--- src/rtl/tdc_edge_bank.sv ---
// rtl/tdc_edge_bank.sv - multi-channel synchronised, glitch-filtered hit edge detector with dead-time holdoff
//
// Ports:
//   iClk      sampling clock, all logic on rising edge
//   iRst_n    asynchronous active-low reset
//   iEn       global enable for event generation (synchronisers/filters always track)
//   iMode     per-channel mode, [2c+1:2c]: 00 off, 01 rise, 10 fall, 11 both
//   iFilt     consecutive cycles required to accept a level change (0 == 1)
//   iDead     holdoff cycles after an accepted event (0 = none)
//   iClrMiss  clears all oMiss bits (a same-cycle set wins)
//   iHit      asynchronous hit inputs
//   oRise     one-cycle pulse on an accepted rising edge
//   oFall     one-cycle pulse on an accepted falling edge
//   oEvent    oRise | oFall, registered
//   oLevel    filtered level per channel
//   oMiss     sticky: an enabled edge was suppressed by holdoff
module tdc_edge_bank #(
  parameter int NCH    = 4,
  parameter int SYNC   = 2,
  parameter int FILT_W = 4,
  parameter int DEAD_W = 8
) (
  input  logic              iClk,
  input  logic              iRst_n,
  input  logic              iEn,
  input  logic [2*NCH-1:0]  iMode,
  input  logic [FILT_W-1:0] iFilt,
  input  logic [DEAD_W-1:0] iDead,
  input  logic              iClrMiss,
  input  logic [NCH-1:0]    iHit,
  output logic [NCH-1:0]    oRise,
  output logic [NCH-1:0]    oFall,
  output logic [NCH-1:0]    oEvent,
  output logic [NCH-1:0]    oLevel,
  output logic [NCH-1:0]    oMiss
);

  localparam logic [FILT_W:0]   FC_ONE_W = (FILT_W+1)'(1);
  localparam logic [FILT_W-1:0] FC_ONE   = FILT_W'(1);
  localparam logic [DEAD_W-1:0] DC_ONE   = DEAD_W'(1);

  logic [SYNC-1:0]   sync_q [NCH];
  logic [FILT_W-1:0] fc_q   [NCH];
  logic [FILT_W-1:0] fc_d   [NCH];
  logic [DEAD_W-1:0] dc_q   [NCH];
  logic [DEAD_W-1:0] dc_d   [NCH];

  logic [NCH-1:0] lvl_q, lvl_d;
  logic [NCH-1:0] rise_q, rise_d;
  logic [NCH-1:0] fall_q, fall_d;
  logic [NCH-1:0] evt_q;
  logic [NCH-1:0] miss_q, miss_d;

  logic [NCH-1:0] s_w;
  logic [NCH-1:0] raw_rise, raw_fall;
  logic [NCH-1:0] want, accept;

  // Threshold of 0 behaves as 1; one extra bit so fc+1 never wraps in the compare.
  logic [FILT_W:0] thr;
  assign thr = (iFilt == '0) ? FC_ONE_W : {1'b0, iFilt};

  always_comb begin
    lvl_d    = lvl_q;
    rise_d   = '0;
    fall_d   = '0;
    miss_d   = miss_q & ~{NCH{iClrMiss}};
    s_w      = '0;
    raw_rise = '0;
    raw_fall = '0;
    want     = '0;
    accept   = '0;
    for (int c = 0; c < NCH; c++) begin
      fc_d[c] = fc_q[c];
      dc_d[c] = dc_q[c];
      s_w[c]  = sync_q[c][SYNC-1];

      // Glitch filter: a partially advanced count is kept across iFilt changes.
      if (s_w[c] == lvl_q[c]) begin
        fc_d[c] = '0;
      end else if (({1'b0, fc_q[c]} + FC_ONE_W) >= thr) begin
        lvl_d[c]    = s_w[c];
        fc_d[c]     = '0;
        raw_rise[c] = s_w[c];
        raw_fall[c] = ~s_w[c];
      end else begin
        fc_d[c] = fc_q[c] + FC_ONE;
      end

      want[c]   = (raw_rise[c] & iMode[2*c]) | (raw_fall[c] & iMode[2*c+1]);
      accept[c] = iEn & want[c] & (dc_q[c] == '0);
      rise_d[c] = accept[c] & raw_rise[c];
      fall_d[c] = accept[c] & raw_fall[c];

      // Only edges that would have fired count as missed; set overrides clear.
      if (iEn && want[c] && (dc_q[c] != '0)) begin
        miss_d[c] = 1'b1;
      end

      if (!iEn) begin
        dc_d[c] = '0;
      end else if (accept[c]) begin
        dc_d[c] = iDead;
      end else if (dc_q[c] != '0) begin
        dc_d[c] = dc_q[c] - DC_ONE;
      end
    end
  end

  always_ff @(posedge iClk or negedge iRst_n) begin
    if (!iRst_n) begin
      for (int c = 0; c < NCH; c++) begin
        sync_q[c] <= '0;
        fc_q[c]   <= '0;
        dc_q[c]   <= '0;
      end
      lvl_q  <= '0;
      rise_q <= '0;
      fall_q <= '0;
      evt_q  <= '0;
      miss_q <= '0;
    end else begin
      for (int c = 0; c < NCH; c++) begin
        sync_q[c] <= {sync_q[c][SYNC-2:0], iHit[c]};
        fc_q[c]   <= fc_d[c];
        dc_q[c]   <= dc_d[c];
      end
      lvl_q  <= lvl_d;
      rise_q <= rise_d;
      fall_q <= fall_d;
      evt_q  <= rise_d | fall_d;
      miss_q <= miss_d;
    end
  end

  assign oRise  = rise_q;
  assign oFall  = fall_q;
  assign oEvent = evt_q;
  assign oLevel = lvl_q;
  assign oMiss  = miss_q;

endmodule

--- config.mk ---
export PLATFORM = sky130hd
export DESIGN_NAME = tdc_edge_bank
export DESIGN_NICKNAME = d
export VERILOG_FILES = /design/src/rtl/tdc_edge_bank.sv
export SDC_FILE = /design/constraint.sdc
export NUM_CORES = 1
export LEC_CHECK = 0
export BUFFER_PORTS_ARGS = -buffer_cell sky130_fd_sc_hd__buf_4
export CAP_MARGIN = 5
export CORE_UTILIZATION = 50
export CTS_CLUSTER_DIAMETER = 40
export CTS_CLUSTER_SIZE = 30
export DETAILED_ROUTE_END_ITERATION = 6
export GPL_TIMING_DRIVEN = 0
export PLACE_DENSITY = 0.79
export SETUP_SLACK_MARGIN = 0.02
export SYNTH_ARGS = -nofsm -noshare
export SYNTH_HDL_FRONTEND = slang
export SYNTH_SLANG_ARGS = --single-unit
--- constraint.sdc ---
create_clock -name iClk -period 7.2 [get_ports iClk]
set_clock_uncertainty 0.15 [all_clocks]
set_input_delay 0.36 -clock iClk [delete_from_list [all_inputs] [get_ports iClk]]
set_output_delay 0.36 -clock iClk [all_outputs]
set_load 0.005 [all_outputs]
==> reports/results.tsv, run 1 <==
stage	metric	value	unit
outcome	status	complete, but fails checks	
outcome	failing checks	negative hold slack	
clock_network	CTS Buf Count	9	
die	Core Rows	32	
setup_path	most frequent CP cell	buf_2	
drt	Routed Antenna Nets	0	
synthesis	Cell variety after synth	59	
layout	share of layout cells above drive strength 1	0.164	
setup_path	Crit Path Category	primary input to register	
sta	maximum clock frequency	344	MHz
synthesis	top cell type's share of synthesized area	0.457	
grt	gr busiest metal	met2	
clock_network	clk_lat worst skew	0.35	ns
grt	number of global-route vias before repair	3454	
synthesis	Post-synth EDFFs	0	
layout	Finished Cell Area	4900	um2
grt	initial antenna violation count	0	
drt	via count	3534	
setup_path	Critical Path RT	7.24	ns
die	Top Ports	48	
synthesis	area leader, netlist	dfrtp_1	
drt	Pre-Repair DR Iteration Count	4	
setup_path	Critical Path Stages	11	
synthesis	post-synthesis register bit count	76	
sta	Tightest Pin Transition	0.957	ns
grt	maximum number of pins on one net before global-route repair	77	
sta	Tcrit/Tclk final	0.404	
sta	relative slew slack	0.362	
synthesis	Synth Flop Type	dfrtp_1	
clock_network	clk sink count	76	
synthesis	Synth Cell Area	4160	um2
drt	vias per inst	5.99	
placement	Placed Area	4630	um2
clock_network	CTS tree	yes	
placement	gpl congestion	0.838	
run	max-cap check violation count	0	
drt	Remaining DRCs	0	
setup_path	CP startpoint kind	primary input	
grt	met1 GRT Util	0.306	
synthesis	ys async rst share	1.00	
die	area of the die	8700	um2
clock_network	Clock Path Buffers	2	
grt	grt ovf	0	
sta	final setup fails	0	
setup_path	worst-path cell chain	buf_2, buf_2, nor3_1, or2_2, ha_1, nand2b_1, a21oi_1, maj3_1, a22oi_1, o21ai_0, a221oi_1	
sta	setup TNS	0	ns
synthesis	Post-synth top cells	76 x dfrtp_1, 34 x nor2_1, 32 x nand2_1	
grt	M2 GR Usage	0.394	
clock_network	post-CTS sizing	0	
setup_path	Worst setup EP type	register	
setup_path	worst reg-to-reg path cell count	7	
synthesis	Syn Inst Count	423	
layout	antenna cell count	0	
grt	first-pass GRT wire length	16.0	mm
power_and_ir_drop	Total Power	1880	uW
die	die width	93.3	um
sta	worst hold slack	-0.0162	ns
setup_path	crit-path max FO	10	
drt	WL per Instance	16.4	um
synthesis	most frequent cell after synthesis	dfrtp_1	
clock_network	root buffer cell	clkbuf_8	
clock_network	CTS HTree Levels	3	
setup_path	WP buf/inv	2	
synthesis	register area share after synthesis	0.457	
die	die height	93.3	um
layout	Post-Route Utilization	0.622	
drt	drt first-iter violations	208	
grt	GRT Total Usage	0.239	
power_and_ir_drop	static leakage	0.00215	uW
setup_path	CP arrival	2.95	ns
sta	Fin. Hold Viols	4	
worst_hold_path	Hold Path Class	primary input to asynchronous set/reset pin	
layout	# nets final	527	
die	Starting Density	0.528	
sta	min Tclk post-route	2.91	ns
setup_path	CP top delay family	compound AO/OA/AOI/OAI gates	
setup_path	Critical Path Max Stage Delay	0.56	ns
placement	hpwl dp	6.94	mm
power_and_ir_drop	PwrDens	384	nW/um2
sta	RSZ-0062 raised after global routing	false	
die	Core Area	7890	um2
synthesis	Synthesis Warnings	0	
synthesis	top cells by area in the synthesized netlist	dfrtp_1 46%, ha_1 4.8%, xnor2_1 3.2%, nor2_1 3.1%, nand2_1 2.9%	
layout	Syn-to-layout area delta	17.8	%
grt	met3 Use GR	0.0341	
setup_path	slowest cell on the critical path	o21ai_0	
drt	Post-Route WL	9.68	mm
sta	max-slew violation count	0	
setup_path	r2r setup slk	4.51	ns
clock_network	clock slew at reported path FFs	0.08	ns
placement	PortBufs	45	
power_and_ir_drop	Max VDD drop	0.141	mV
synthesis	Post-Syn Nets	467	
synthesis	Syn Area/Cell	9.84	um2
final timing paths:
path                                start       end
worst min register to register  sync_q[6]    s_w[0]
worst max-delay path             iFilt[2]  dc_q[24]
max in group asynchronous          iRst_n   dc_q[6]
worst max register to register   fc_q[12]  dc_q[24]
min in group iClk                iClrMiss  oMiss[1]
worst min-delay path               iRst_n    s_w[3]
final cells by class:
type	instances	area, um2
inverters	21	78.8
clock buffers	11	151
flip-flops and latches	76	1900
well taps	102	128
fillers	642	2980
clock inverters	5	83.8
plain buffers	10	55.1
multi-input cells	316	2130
repair buffers	49	378
timing repair:
action                    in CTS  in global routing
setup buffers                  0                  0
hold buffers                   4                  0
hold endpoints to repair       4                  0
metal layers:
| layer | vias up | share of wire |
|---|---|---|
| li1 | 1689 | - |
| met1 | 1739 | 0.44 |
| met2 | 85 | 0.50 |
| met3 | 21 | 0.038 |
| met4 | 0 | 0.023 |
| met5 | - | 0 |
flip-flops by register name, indices dropped and copies added, names as in the netlist:
| name | cells |
|---|---|
| fc_q | 16 |
| oRise | 4 |
| s_w | 4 |
| oFall | 4 |
| dc_q | 32 |
| oLevel | 4 |
| sync_q | 4 |
| oEvent | 4 |
| oMiss | 4 |
per-stage QoR:
step           worst slack (ns)  std cells
2_1_floorplan              4.37        423
3_3_place_gp               4.05        570
3_5_place_dp               3.97        570
4_1_cts                    4.34        590
5_1_grt                    4.16        590
6_report                   4.29        590
power by group:
group | switching, uW | total, uW | internal (uW)
registers | 107 | 643 | 537
clock network | 165 | 380 | 215
logic | 487 | 862 | 375
kinds of logic (layout without fill, tap and decap cells):
family | after synthesis | count (layout) | share of synthesized area
simple gates | 161 | 161 | 0.203
compound gates | 105 | 105 | 0.184
flops | 76 | 76 | 0.457
buf+inv | 31 | 96 | 0.0322
xor+xnor | 24 | 24 | 0.0505
fa+ha+maj | 20 | 20 | 0.0577
mux | 6 | 6 | 0.0156
placed cells by master, fill, tap and decap left out, drive strengths merged, types with 9 or more instances in the layout:
cell type  count
ha            16
inv           21
nor3          16
nand2         33
a21oi         20
buf           50
clkbuf        16
xor2           9
dfrtp         76
o21ai         12
xnor2         15
nand3         20
nor2          35
nor2b         13
worst reg2reg max path, cell delays in order (launching register included):
cell and delay (ns):
dfrtp_1 0.44, ha_1 0.33, ha_1 0.29, a21oi_1 0.21, maj3_1 0.25, a22oi_1 0.11
o21ai_0 0.56, a221oi_1 0.20
(Power assumes the default switching activity.)
==> inputs of run 2 (changes only) <==
- PLACE_DENSITY: 0.79 -> 0.82
- clock period: 7.2 -> 2.62 ns (I/O delays scaled with it)
==> run 2 against run 1 <==
Critical path type is now register to register. Wire length rose by 2.8%. Final area grew 4.0%. Die area did not move. Hold slack improved by 0.069 ns. Sequential share of layout area shrank 1.5 points. Sequential cell count unchanged. Combinational power grew to 2.9 times the previous value. Total power rose to 2.9 times the previous value. Largest power group unchanged. Setup slack worse by 4.2 ns. The flow now finishes without violations.
==> reports/results.tsv, run 2 (same netlist as run 1, synthesis figures left out) <==
stage	metric	value	unit
layout	Finished Cell Area	5100	um2
layout	antenna cell count	0	
outcome	status	complete, no violations	
power_and_ir_drop	clock share of power	0.207	
drt	Routed Antenna Nets	0	
power_and_ir_drop	static leakage	0.00223	uW
drt	Post-Route WL	9.95	mm
grt	GRT Total Usage	0.239	
clock_network	CTS HTree Levels	3	
sta	max-slew violation count	0	
clock_network	clock slew at reported path FFs	0.08	ns
drt	drt first-iter violations	224	
setup_path	worst-path cell chain	ha_1, ha_1, a21oi_1, maj3_1, a22o_4, nand2_2, mux2_2	
setup_path	Worst setup EP type	register	
sta	Tcrit/Tclk final	0.960	
setup_path	slowest cell on the critical path	maj3_1	
die	Starting Density	0.528	
layout	# nets final	539	
worst_hold_path	hold path depth	3	
drt	via count	3586	
grt	maximum number of pins on one net before global-route repair	77	
layout	Largest regs	dc_q: 32 flops, fc_q: 16 flops	
setup_path	worst reg2reg startpoint	fc_q[12]	
power_and_ir_drop	Max VDD drop	0.386	mV
placement	Placed Area	4630	um2
clock_network	clk_lat worst skew	0.36	ns
setup_path	CP startpoint kind	register	
clock_network	CTS Buf Count	9	
setup_path	r2r setup slk	0.10	ns
layout	share of layout cells above drive strength 1	0.198	
sta	worst hold slack	0.0530	ns
layout	commonest non-fill, non-tap cell in the layout	dfrtp_1	
power_and_ir_drop	PwrDens	1050	nW/um2
worst_hold_path	WHS Endpoint	dc_q[8]	
setup_path	CP arrival	2.61	ns
layout	max reg flops	32	
sta	final setup fails	0	
layout	Syn-to-layout area delta	22.5	%
clock_network	CTS tree	yes	
setup_path	Crit Path Category	register to register	
die	area of the die	8700	um2
layout	Filler cells	606	
power_and_ir_drop	Total Power	5370	uW
sta	min Tclk post-route	2.52	ns
power_and_ir_drop	sw frac	0.398	
power_and_ir_drop	Comb pwr share	0.463	
die	die height	93.3	um
setup_path	r2r endpoint	oLevel[0]	
grt	number of global-route vias before repair	3512	
drt	vias per inst	5.96	
clock_network	clk sink count	76	
setup_path	worst reg-to-reg path cell count	7	
die	Core Area	7890	um2
clock_network	Clock Path Buffers	2	
grt	first-pass GRT wire length	16.2	mm
sta	relative slew slack	0.365	
grt	grt ovf	0	
worst_hold_path	Hold Path Class	primary input to register	
sta	Fin. Hold Viols	0	
power_and_ir_drop	Internal Power	3230	uW
drt	Pre-Repair DR Iteration Count	5	
sta	maximum clock frequency	397	MHz
run	max-cap check violation count	0	
placement	gpl congestion	0.826	
placement	cell count after placement	570	
power_and_ir_drop	NetSw	2140	uW
layout	Top reg by flops	dc_q	
grt	initial antenna violation count	0	
layout	most frequent cells in the layout	74 x dfrtp_1, 49 x buf_4, 34 x nor2_1	
clock_network	root buffer cell	clkbuf_8	
setup_path	most frequent CP cell	ha_1	
power_and_ir_drop	sequential fraction of design power	0.329	
sta	Tightest Pin Transition	0.952	ns
placement	PortBufs	45	
setup_path	Critical Path RT	2.72	ns
die	Top Ports	48	
sta	RSZ-0062 raised after global routing	false	
drt	Remaining DRCs	0	
setup_path	Critical Path Max Stage Delay	0.41	ns
placement	hpwl dp	6.86	mm
die	die width	93.3	um
worst_hold_path	hold path start	iDead[0]	
layout	fin cells	602	
die	Core Rows	32	
drt	WL per Instance	16.5	um
setup_path	crit-path max FO	5	
==> run 2: repair_timing <==
action                                 CTS  global route
hold buffers                            11             1
pin swaps                                0             2
resized for setup                        3            21
endpoints found under the hold margin   98             1
setup endpoints to repair                6            25
setup buffers                            0             4
==> run 2: final cells by class <==
type	instances	area, um2	share of cell area
inverters	21	78.8	0.0154
clock inverters	6	111	0.0218
clock buffers	10	138	0.0270
multi-input cells	316	2190	0.430
well taps	102	128	0.0250
flip-flops and latches	76	1900	0.373
repair buffers	61	492	0.0964
plain buffers	10	58.8	0.0115
==> run 2: critical path: cells and delay by family, from the launching register on <==
family | cells | cell delay, ns
multiplexers | 1 | 0.34
adder cells (fa/ha/maj) | 3 | 1.03
AO/OA/AOI/OAI | 2 | 0.37
flip-flops | 1 | 0.40
AND/OR/NAND/NOR | 1 | 0.11
==> run 2: power by group through the flow <==
stage / Combinational [uW] / Sequential (uW) / Clock (uW)
after floorplan: 1800 / 1720 / 0
after global placement: 2200 / 1760 / 0
after detailed placement: 2320 / 1780 / 0
after CTS: 2370 / 1760 / 1110
after global routing: 2770 / 1810 / 1170
final: 2490 / 1770 / 1110
==> run 2: worst max-delay path by stage <==
stage                     startpoint  depth (start not counted)  slack, ns        end
after floorplan             iFilt[2]                         11       0.02   dc_q[12]
after global placement      iFilt[2]                         11      -0.30   dc_q[24]
after detailed placement    iFilt[2]                         11      -0.38   dc_q[24]
after CTS                   fc_q[12]                          7       0.02   dc_q[24]
after global routing         fc_q[0]                          7       0.02    dc_q[4]
final                       fc_q[12]                          7       0.10  oLevel[0]
==> run 2: per-stage QoR <==
stage	setup TNS, ns	util	setup WS (ns)
global route	0	0.647	0.0180
detailed placement	-10.07	0.587	-0.377
CTS	0	0.633	0.0213
global placement	-6.13	0.587	-0.303
floorplan	0	-	0.0231
finish	0	0.647	0.104
==> run 2: per-layer routing <==
layer | track usage | wire length [um] | vias up
met5 | 0 | 0 | -
met4 | 0.123 | 267 | 0
met3 | 0.0390 | 420 | 29
met2 | 0.388 | 4860 | 110
met1 | 0.307 | 4400 | 1741
li1 | - | - | 1706
